`src/rtl/gpio_mmio.sv`:
```
// Memory-mapped GPIO: debounced switch register, LED register, and (with
// GPIO_EDGE_IRQ_EN defined) a sticky edge-capture register with maskable irq.
module gpio_mmio #(
    parameter int DIV    = 16,
    parameter int STABLE = 3
) (
    input  logic        clk,
    input  logic        rst,
    input  logic        sel,
    input  logic        we,
    input  logic [1:0]  addr,
    input  logic [15:0] wdata,
    output logic [15:0] rdata,
    input  logic [15:0] switches,
    output logic [15:0] leds,
    output logic        irq
);

    localparam int PW = (DIV > 1) ? $clog2(DIV) : 1;
    localparam int CW = (STABLE > 0) ? $clog2(STABLE + 1) : 1;

    logic [15:0]   sw_meta;
    logic [15:0]   sw_sync;
    logic [PW-1:0] presc;
    logic          tick;
    logic [15:0]   sw_deb;
    logic [15:0]   sw_next;
    logic [CW-1:0] cnt      [16];
    logic [CW-1:0] cnt_next [16];
    logic [15:0]   led_reg;
    logic          wr;

    assign wr   = sel & we;
    assign tick = (presc == PW'(DIV - 1));
    assign leds = led_reg;

    always_ff @(posedge clk or posedge rst) begin
        if (rst) begin
            sw_meta <= '0;
            sw_sync <= '0;
            presc   <= '0;
        end else begin
            sw_meta <= switches;
            sw_sync <= sw_meta;
            presc   <= tick ? '0 : presc + PW'(1);
        end
    end

    // A bit is accepted only after STABLE consecutive disagreeing ticks;
    // any agreeing tick restarts its count.
    always_comb begin
        sw_next = sw_deb;
        for (int i = 0; i < 16; i++) begin
            cnt_next[i] = cnt[i];
            if (tick) begin
                if (sw_sync[i] == sw_deb[i]) begin
                    cnt_next[i] = '0;
                end else if (cnt[i] == CW'(STABLE - 1)) begin
                    sw_next[i]  = sw_sync[i];
                    cnt_next[i] = '0;
                end else begin
                    cnt_next[i] = cnt[i] + CW'(1);
                end
            end
        end
    end

    always_ff @(posedge clk or posedge rst) begin
        if (rst) begin
            sw_deb <= '0;
            for (int i = 0; i < 16; i++) cnt[i] <= '0;
        end else begin
            sw_deb <= sw_next;
            for (int i = 0; i < 16; i++) cnt[i] <= cnt_next[i];
        end
    end

    always_ff @(posedge clk or posedge rst) begin
        if (rst) begin
            led_reg <= '0;
        end else if (wr && addr == 2'd0) begin
            led_reg <= wdata;
        end
    end

`ifdef GPIO_EDGE_IRQ_EN
    logic [15:0] edge_reg;
    logic [15:0] mask_reg;
    logic [15:0] edge_clr;

    assign edge_clr = (wr && addr == 2'd2) ? wdata : 16'h0000;

    // New debounced changes are OR-ed in after the W1C so a same-cycle set wins.
    always_ff @(posedge clk or posedge rst) begin
        if (rst) begin
            edge_reg <= '0;
            mask_reg <= '0;
        end else begin
            edge_reg <= (edge_reg & ~edge_clr) | (sw_next ^ sw_deb);
            if (wr && addr == 2'd3) mask_reg <= wdata;
        end
    end

    assign irq = |(edge_reg & mask_reg);
`else
    assign irq = 1'b0;
`endif

    always_comb begin
        rdata = '0;
        if (sel) begin
            case (addr)
                2'd0:    rdata = led_reg;
                2'd1:    rdata = sw_deb;
`ifdef GPIO_EDGE_IRQ_EN
                2'd2:    rdata = edge_reg;
                2'd3:    rdata = mask_reg;
`endif
                default: rdata = '0;
            endcase
        end
    end

endmodule

```
`config.mk`:
```
export PLATFORM = sky130hd
export DESIGN_NAME = gpio_mmio
export DESIGN_NICKNAME = d
export VERILOG_FILES = /design/src/rtl/gpio_mmio.sv
export SDC_FILE = /design/constraint.sdc
export NUM_CORES = 1
export LEC_CHECK = 0
export ABC_AREA = 1
export CAP_MARGIN = 20
export CORE_MARGIN = 2
export CORE_UTILIZATION = 57
export CTS_CLUSTER_SIZE = 10
export DETAILED_ROUTE_END_ITERATION = 8
export GPL_ROUTABILITY_DRIVEN = 1
export PLACE_DENSITY_LB_ADDON = 0.12
export SLEW_MARGIN = 15
export SYNTH_ARGS = -nofsm -noshare
export SYNTH_HDL_FRONTEND = slang
export SYNTH_SLANG_ARGS = --single-unit
```
`constraint.sdc`:
```
create_clock -name clk -period 5.2 [get_ports clk]
set_clock_uncertainty 0.1 [all_clocks]
set_input_delay 1.04 -clock clk [delete_from_list [all_inputs] [get_ports clk]]
set_output_delay 1.04 -clock clk [all_outputs]
set_load 0.01 [all_outputs]
```
==> flow_metrics.tcl, run 1 <==
set metrics [dict create \
    status "finished, final reports clean" \
    drc_errors 0 \
    yosys_warnings 0 \
    routed_wl_mm 9.09 \
    dp_hpwl_mm 6.41 \
    cp.required_ps 4060 \
    vias 3559 \
    final.fill_count 537 \
    seqPwrFrac_pct 54.4 \
    grt_pass1_vias 3551 \
    die_h_um 91.6 \
    clock_latency_ps 370 \
    detail_route.iter0.violations 192 \
    fp-row-count 31 \
    syn2layout_area_growth_pct 21.2 \
    diodes 0 \
    syn_nets 578 \
    synth_cell_type_count 21 \
    cp-end-kind "primary output" \
    fp.dieArea_sq_um 8400 \
    start_util_pct 59.7 \
    hold_class "flip-flop to flip-flop" \
    clkTransAtPathRegs_ps 90 \
    cts_resized 0 \
    fin_crit_ps 4160 \
    power_density_nw_per_um2 304 \
    grt_max_degree 68 \
    synth_cells 539 \
    max_cap_violations 0 \
    fin_ws_ps 1040 \
    clkPwrFrac_pct 33.0 \
    max-vdd-ir-drop_mv 0.180 \
    detail-route-antenna-nets 0 \
    rsz0062_at_grt "false" \
    clockBufferDepth 2 \
    slew_headroom_pct 47.3 \
    slew_violations 0 \
    p_int_mw 1.20 \
    grt_overflow 0 \
    syn_avg_cell_area_sq_um 8.12 \
    cts_tree "built" \
    grt_util_all_layers_pct 23.9 \
    fin_area_sq_um 5300 \
    cts_root_buf "clkbuf_8" \
    io-pin-count 71 \
    synth_area_sq_um 4380 \
    hold_viol 0 \
    seq_area_frac_synth_pct 57.2 \
    ff2ff_setup_slack_ps 3350 \
    first_pass_iters 5 \
    fin_crit_sh_pct 79.9 \
    core_sq_um 7330 \
    power_frac_comb_pct 12.6 \
    p_sw_mw 0.408 \
    arrival_ps 3020 \
    drive_gt1_share_pct 4.61 \
    fp.dieW_um 91.6 \
    grt_first_pass_wirelength_mm 15.8 \
    power.leakage_nw 2.73 \
    switching_share_pct 25.3 \
    numClockSinks 100 \
    wire_per_inst_um 12.9 \
    gp_congestion 0.759 \
    post_cts_buffers 0 \
    crit_fanout 20 \
    hold_buffers 0 \
    synth_seq_cells 100 \
    path_class "input pin to primary output" \
    io_buffers 69 \
    htree_levels 3 \
    timing.setup.tns_ps 0 \
    cp-start-kind "input pin" \
    cts_buffers 9 \
    setup_viol 0 \
    tightestPinTransition_ps 791 \
    fmaxAchievable_mhz 241 \
    dp_slack_ps 1050 \
    placed_area_sq_um 5090 \
    grt_antenna_before_repair 0 \
    layout.nets 641 \
    vias_per_cell 5.04 \
]
worst paths after layout:
| kind | from | endpoint | depth (start not counted) |
|---|---|---|---|
| max | sel | rdata[3] | 5 |
| min | sw_meta[9] | sw_sync[9] | 0 |
| max reg2reg | presc[0] | sw_deb[5] | 4 |
| min reg2reg | sw_meta[9] | sw_sync[9] | 0 |
| max in group asynchronous | rst | sw_sync[15] | 3 |
| min in group asynchronous | rst | sw_meta[2] | 2 |
cell usage after synthesis:
cell      number  area (sq um)
nand2_2        2          12.5
ha_1           1          12.5
clkbuf_1       3          11.3
nand3_1       82           410
inv_2          2          7.51
nor2_2         2          12.5
o21ai_0        1          5.00
nand3_4        1          17.5
buf_2         10          50.1
clkbuf_2       1          5.00
inv_1         51           191
nand2_1      209           785
xor2_1         1          8.76
dfrtp_1      100          2500
buf_4          1          7.51
buf_6          5          56.3
nor2_4         1          11.3
o21ai_1       16          80.1
conb_1         1          3.75
nor2_1        48           180
or2_2          1          6.26
worst max-delay path: stages:
cell,delay [ps]
clkdlybuf4s50_1,890
buf_4,310
nand3_1,100
nand2_1,130
clkdlybuf4s50_1,550
placed cells by master, fill, tap and decap left out, drive strengths merged:
master and instances:
nor2 51, xor2 1, clkinvlp 2, dfrtp 100, nand3 83, buf 3
clkinv 2, o21ai 17, bufinv 2, nand2 211, inv 53, conb 1
ha 1, clkdlybuf4s50 69, clkbuf 10, or2 1
layer usage:
| metal | wire, um | track usage, % | vias up |
|---|---|---|---|
| met4 | 128 | 7.32 | 0 |
| met3 | 543 | 6.98 | 14 |
| li1 | - | - | 1783 |
| met5 | 0 | 0 | - |
| met2 | 4240 | 39.0 | 93 |
| met1 | 4180 | 31.2 | 1669 |
flip-flops by register name, summed over array words and instances (netlist names):
register / count
cnt: 32
leds: 16
presc: 4
sw_deb: 16
sw_meta: 16
sw_sync: 16
power by group through the flow:
| stage | Sequential [mW] | Combinational, mW | Clock (mW) |
|---|---|---|---|
| 3_3_place_gp | 0.890 | 0.199 | 0 |
| 6_report | 0.877 | 0.204 | 0.532 |
| 4_1_cts | 0.877 | 0.207 | 0.544 |
| 5_1_grt | 0.885 | 0.228 | 0.577 |
| 3_5_place_dp | 0.890 | 0.206 | 0 |
| 2_1_floorplan | 0.889 | 0.0904 | 0 |
stage by stage:
step | power [mW] | util, % | hold WS (ps) | std cells
after floorplan | 0.980 | - | 231 | 539
after global placement | 1.09 | 69.4 | 233 | 690
after detailed placement | 1.10 | 69.4 | 235 | 690
after CTS | 1.63 | 72.3 | 255 | 706
after global routing | 1.69 | 72.3 | 262 | 706
final | 1.61 | 72.3 | 255 | 706
cell type report:
cell class / count / area, sq um / share of cell area (%)
Sequential cell: 100 / 2500 / 47.2
Timing Repair Buffer: 72 / 713 / 13.4
Tap cell: 99 / 124 / 2.34
Clock inverter: 6 / 88.8 / 1.68
Multi-Input combinational cell: 366 / 1550 / 29.1
Clock buffer: 10 / 128 / 2.41
Inverter: 53 / 201 / 3.80
kinds of logic (layout without fill, tap and decap cells):
logic type               count (synthesis)  count (layout)  share of synthesized area [%]
AO/OA/AOI/OAI                           17              17                           1.94
AND/OR/NAND/NOR                        346             346                           32.8
flip-flops                             100             100                           57.2
adder cells (fa/ha/maj)                  1               1                          0.286
XOR/XNOR                                 1               1                          0.200
other                                    1               1                         0.0857
buffers and inverters                   73             141                           7.52
No activity file was read; power rests on OpenSTA's default activity.
==> inputs of run 2 (changes only) <==
--- a/config.mk
+++ b/config.mk
@@ -8,7 +8,7 @@
 export ABC_AREA = 1
 export CAP_MARGIN = 20
 export CORE_MARGIN = 2
-export CORE_UTILIZATION = 57
+export CORE_UTILIZATION = 48
 export CTS_CLUSTER_SIZE = 10
 export DETAILED_ROUTE_END_ITERATION = 8
 export GPL_ROUTABILITY_DRIVEN = 1
==> constraint.sdc (replaced) <==
create_clock -name clk -period 3.6 [get_ports clk]
set_clock_uncertainty 0.1 [all_clocks]
set_input_delay 0.72 -clock clk [delete_from_list [all_inputs] [get_ports clk]]
set_output_delay 0.72 -clock clk [all_outputs]
set_load 0.01 [all_outputs]
==> flow_metrics.tcl, run 2 (synthesis gave the netlist of run 1 again) <==
set metrics [dict create \
    cp-end-kind "primary output" \
    switching_share_pct 25.8 \
    dp_hpwl_mm 6.10 \
    fp.dieW_um 99.5 \
    setup_viol 0 \
    hp-start "sw_meta[8]" \
    first_pass_iters 4 \
    cts_buffers 9 \
    grt_overflow 0 \
    max-vdd-ir-drop_mv 0.195 \
    holdWs_ps 254 \
    reg2reg_from "presc[0]" \
    placed_cells 701 \
    vias 3530 \
    regMostFlops "cnt" \
    routed_wl_mm 8.77 \
    reg2reg_to "sw_deb[12]" \
    clkTransAtPathRegs_ps 90 \
    slew_headroom_pct 47.8 \
    hold_buffers 0 \
    drc_errors 0 \
    power_frac_comb_pct 13.1 \
    hold_viol 0 \
    gp_congestion 0.768 \
    cts_tree "built" \
    cts_root_buf "clkbuf_8" \
    clock_latency_ps 350 \
    power_density_nw_per_um2 424 \
    rsz0062_at_grt "false" \
    core_sq_um 8760 \
    whs_endpoint "sw_sync[8]" \
    status "finished, final reports clean" \
    grt_antenna_before_repair 0 \
    io_buffers 69 \
    p_int_mw 1.67 \
    seqPwrFrac_pct 56.0 \
    p_sw_mw 0.581 \
    die_h_um 99.5 \
    layout.cells.non_filler 716 \
    path_class "input pin to primary output" \
    hold_class "flip-flop to flip-flop" \
    grt_util_all_layers_pct 19.4 \
    grt_max_degree 75 \
    grt_pass1_vias 3388 \
    cp-start-kind "input pin" \
    max_cap_violations 0 \
    dp_slack_ps 451 \
    power.leakage_nw 2.73 \
    fmaxAchievable_mhz 318 \
    layout_commonest_cell "nand2_1" \
    whs_path_depth 0 \
    io-pin-count 71 \
    syn2layout_area_growth_pct 21.4 \
    fp.dieArea_sq_um 9900 \
    clkPwrFrac_pct 30.8 \
    tightestPinTransition_ps 782 \
    largest_reg_flops 32 \
    wire_per_inst_um 12.3 \
    numClockSinks 100 \
    timing.setup.tns_ps 0 \
    arrival_ps 2320 \
    fin_area_sq_um 5320 \
    cts_resized 0 \
    layout.nets 643 \
    drive_gt1_share_pct 4.77 \
    fin_crit_sh_pct 87.2 \
    detail-route-antenna-nets 0 \
    ff2ff_setup_slack_ps 1740 \
    final_cell_mix "nand2_1 (209), dfrtp_1 (100), nand3_1 (82), clkdlybuf4s50_1 (69), inv_1 (50)" \
    vias_per_cell 4.93 \
    placed_area_sq_um 5120 \
    htree_levels 3 \
    diodes 0 \
    crit_fanout 28 \
    cp.required_ps 2780 \
    fin_crit_ps 3140 \
    post_cts_buffers 0 \
    fin_ws_ps 460 \
    fp-row-count 34 \
    clockBufferDepth 2 \
    r2r_cells 4 \
    grt_first_pass_wirelength_mm 15.3 \
    detail_route.iter0.violations 141 \
    slew_violations 0 \
    start_util_pct 49.9 \
]
## run 2: final cells by class
cell class | count | area, sq um
Inverter | 53 | 201
Multi-Input combinational cell | 366 | 1550
Clock inverter | 5 | 62.6
Sequential cell | 100 | 2500
Fill cell | 773 | 3450
Clock buffer | 10 | 128
Timing Repair Buffer | 74 | 741
Tap cell | 108 | 135
## run 2: worst max path at each step
stage                     startpoint   endpoint  cells after the start  slack (ps)
final                        addr[1]  rdata[10]                      6         460
after floorplan                  rst     cnt[0]                      1         160
after detailed placement     addr[1]  rdata[10]                      6         450
after CTS                    addr[1]  rdata[10]                      6         450
after global routing         addr[1]   rdata[3]                      6         350
after global placement       addr[0]  rdata[14]                      7         480
## run 2: critical path, cell delays in order
cell	delay, ps
clkdlybuf4s50_1	450
nor2_2	110
buf_4	280
nand3_1	130
nand2_1	90
clkdlybuf4s50_1	530
## run 2: per-stage QoR
stage	util (%)	power, mW
finish	60.7	2.26
global route	60.7	2.38
CTS	60.7	2.29
detailed placement	58.5	1.58
global placement	58.5	1.58
floorplan	-	1.41
## run 2: routing by layer
metal  up-vias  global-route usage, %  share of wire (%)
met3        14                   3.87                5.2
li1       1790                      -                  -
met4         0                   7.27                1.6
met1      1649                   27.9                 49
met2        77                   29.5                 44
met5         -                      0                  0
## run 2: power groups by stage
| stage | logic (mW) | clock network, mW | registers, mW |
|---|---|---|---|
| floorplan | 0.131 | 0 | 1.28 |
| finish | 0.296 | 0.695 | 1.26 |
| global placement | 0.293 | 0 | 1.28 |
| detailed placement | 0.301 | 0 | 1.28 |
| global route | 0.334 | 0.773 | 1.28 |
| CTS | 0.301 | 0.720 | 1.26 |
==> inputs of run 3 (changes only) <==
--- a/config.mk
+++ b/config.mk
@@ -7,6 +7,7 @@
 export LEC_CHECK = 0
 export ABC_AREA = 1
 export CAP_MARGIN = 20
+export CORE_ASPECT_RATIO = 0.5
 export CORE_MARGIN = 2
 export CORE_UTILIZATION = 48
 export CTS_CLUSTER_SIZE = 10
==> flow_metrics.tcl, run 3 (synthesis gave the netlist of run 1 again) <==
set metrics [dict create \
    status "finished, final reports clean" \
    detail_route.iter0.violations 142 \
    numClockSinks 100 \
    path_common_cell "clkdlybuf4s50_1" \
    path_class "input pin to primary output" \
    crit_buf_inv 4 \
    cts_resized 0 \
    cp-start-kind "input pin" \
    regMostFlops "cnt" \
    hold_class "flip-flop to flip-flop" \
    fp.dieArea_sq_um 9940 \
    grt_antenna_before_repair 0 \
    fin_area_sq_um 5450 \
    grt_max_degree 65 \
    detail-route-antenna-nets 0 \
    dp_slack_ps 522 \
    power_density_nw_per_um2 461 \
    io_buffers 69 \
    drive_gt1_share_pct 5.09 \
    slew_headroom_pct 46.7 \
    fin_crit_ps 3080 \
    power.leakage_nw 2.79 \
    wire_per_inst_um 11.9 \
    slew_violations 0 \
    grt_util_all_layers_pct 19.4 \
    power_mw 2.51 \
    grt_pass1_vias 3285 \
    cts_root_buf "clkbuf_16" \
    holdWs_ps 248 \
    clockBufferDepth 2 \
    cp_top_family "buffers and inverters" \
    clock_latency_ps 350 \
    layout.nets 644 \
    tightestPinTransition_ps 797 \
    clkTransAtPathRegs_ps 60 \
    vias_per_cell 4.79 \
    post_cts_buffers 0 \
    routed_wl_mm 8.63 \
    dp_hpwl_mm 5.95 \
    layout_commonest_cell "nand2_1" \
    core_sq_um 8770 \
    drc_errors 0 \
    cts_tree "built" \
    gp_congestion 0.748 \
    max_cap_violations 0 \
    final_util_pct 62.1 \
    cp.required_ps 2780 \
    fp.dieW_um 139 \
    fin_crit_sh_pct 85.6 \
    hold_viol 0 \
    max-vdd-ir-drop_mv 0.247 \
    hold_buffers 0 \
    largest_reg_flops 32 \
    fin_ws_ps 517 \
    timing.setup.tns_ps 0 \
    die_h_um 71.5 \
    vias 3475 \
    arrival_ps 2260 \
    fmaxAchievable_mhz 324 \
    crit_slowest_cell "clkdlybuf4s50_1" \
    placed_area_sq_um 5160 \
    grt_first_pass_wirelength_mm 15.2 \
    final_cell_mix "nand2_1 (209), dfrtp_1 (100), nand3_1 (82), clkdlybuf4s50_1 (69), inv_1 (50)" \
    layout.cells.non_filler 726 \
    setup_viol 0 \
    crit_fanout 16 \
    htree_levels 3 \
    fp-row-count 24 \
    path_cells "clkdlybuf4s50_1 -> inv_2 -> nor2_2 -> buf_4 -> nand3_1 -> nand2_1 -> clkdlybuf4s50_1" \
    io-pin-count 71 \
    grt_overflow 0 \
    cts_buffers 9 \
    cp_slowest_stage_delay_ps 530 \
    first_pass_iters 4 \
    placed_cells 711 \
    diodes 0 \
    cp-end-kind "primary output" \
    rsz0062_at_grt "false" \
    start_util_pct 49.9 \
    syn2layout_area_growth_pct 24.4 \
]
[run 3: cell count changes in the layout (fill, tap and decap cells not counted)]
cell        delta
buf_12         +1
clkbuf_1       -1
clkbuf_16      +9
clkbuf_8       -9
clkinv_2       +2
clkinvlp_4     -1
[run 3: routing by layer]
layer | global-route usage, % | share of wire, % | vias up
met5 | 0 | 0 | -
met4 | 6.96 | 1.7 | 0
met3 | 5.08 | 3.6 | 15
met2 | 33.7 | 49 | 47
met1 | 24.0 | 46 | 1622
li1 | - | - | 1791
[run 3: area by class of cell]
type,instances,area [sq um]
Fill cell,736,3320
Sequential cell,100,2500
Multi-Input combinational cell,366,1550
Timing Repair Buffer,75,761
Clock buffer,9,225
Inverter,53,201
Tap cell,117,146
Clock inverter,6,65.1
[run 3: power by group]
group | leakage (nW) | internal [mW] | switching, mW
Combinational | 1.39 | 0.155 | 0.145
Sequential | 1.26 | 1.20 | 0.0609
Clock | 0.142 | 0.536 | 0.413
Total | 2.79 | 1.89 | 0.619
[run 3: path summary, 6_finish.rpt]
path                            start         end  slack [ps]  cells after the start
max                           addr[0]   rdata[10]         520                      7
min                        sw_meta[5]  sw_sync[5]         250                      0
max reg2reg                  presc[0]  sw_deb[10]        1740                      4
min reg2reg                sw_meta[5]  sw_sync[5]         250                      0
max in group asynchronous         rst     cnt[25]        2110                      3
min in group asynchronous         rst     cnt[31]         660                      2
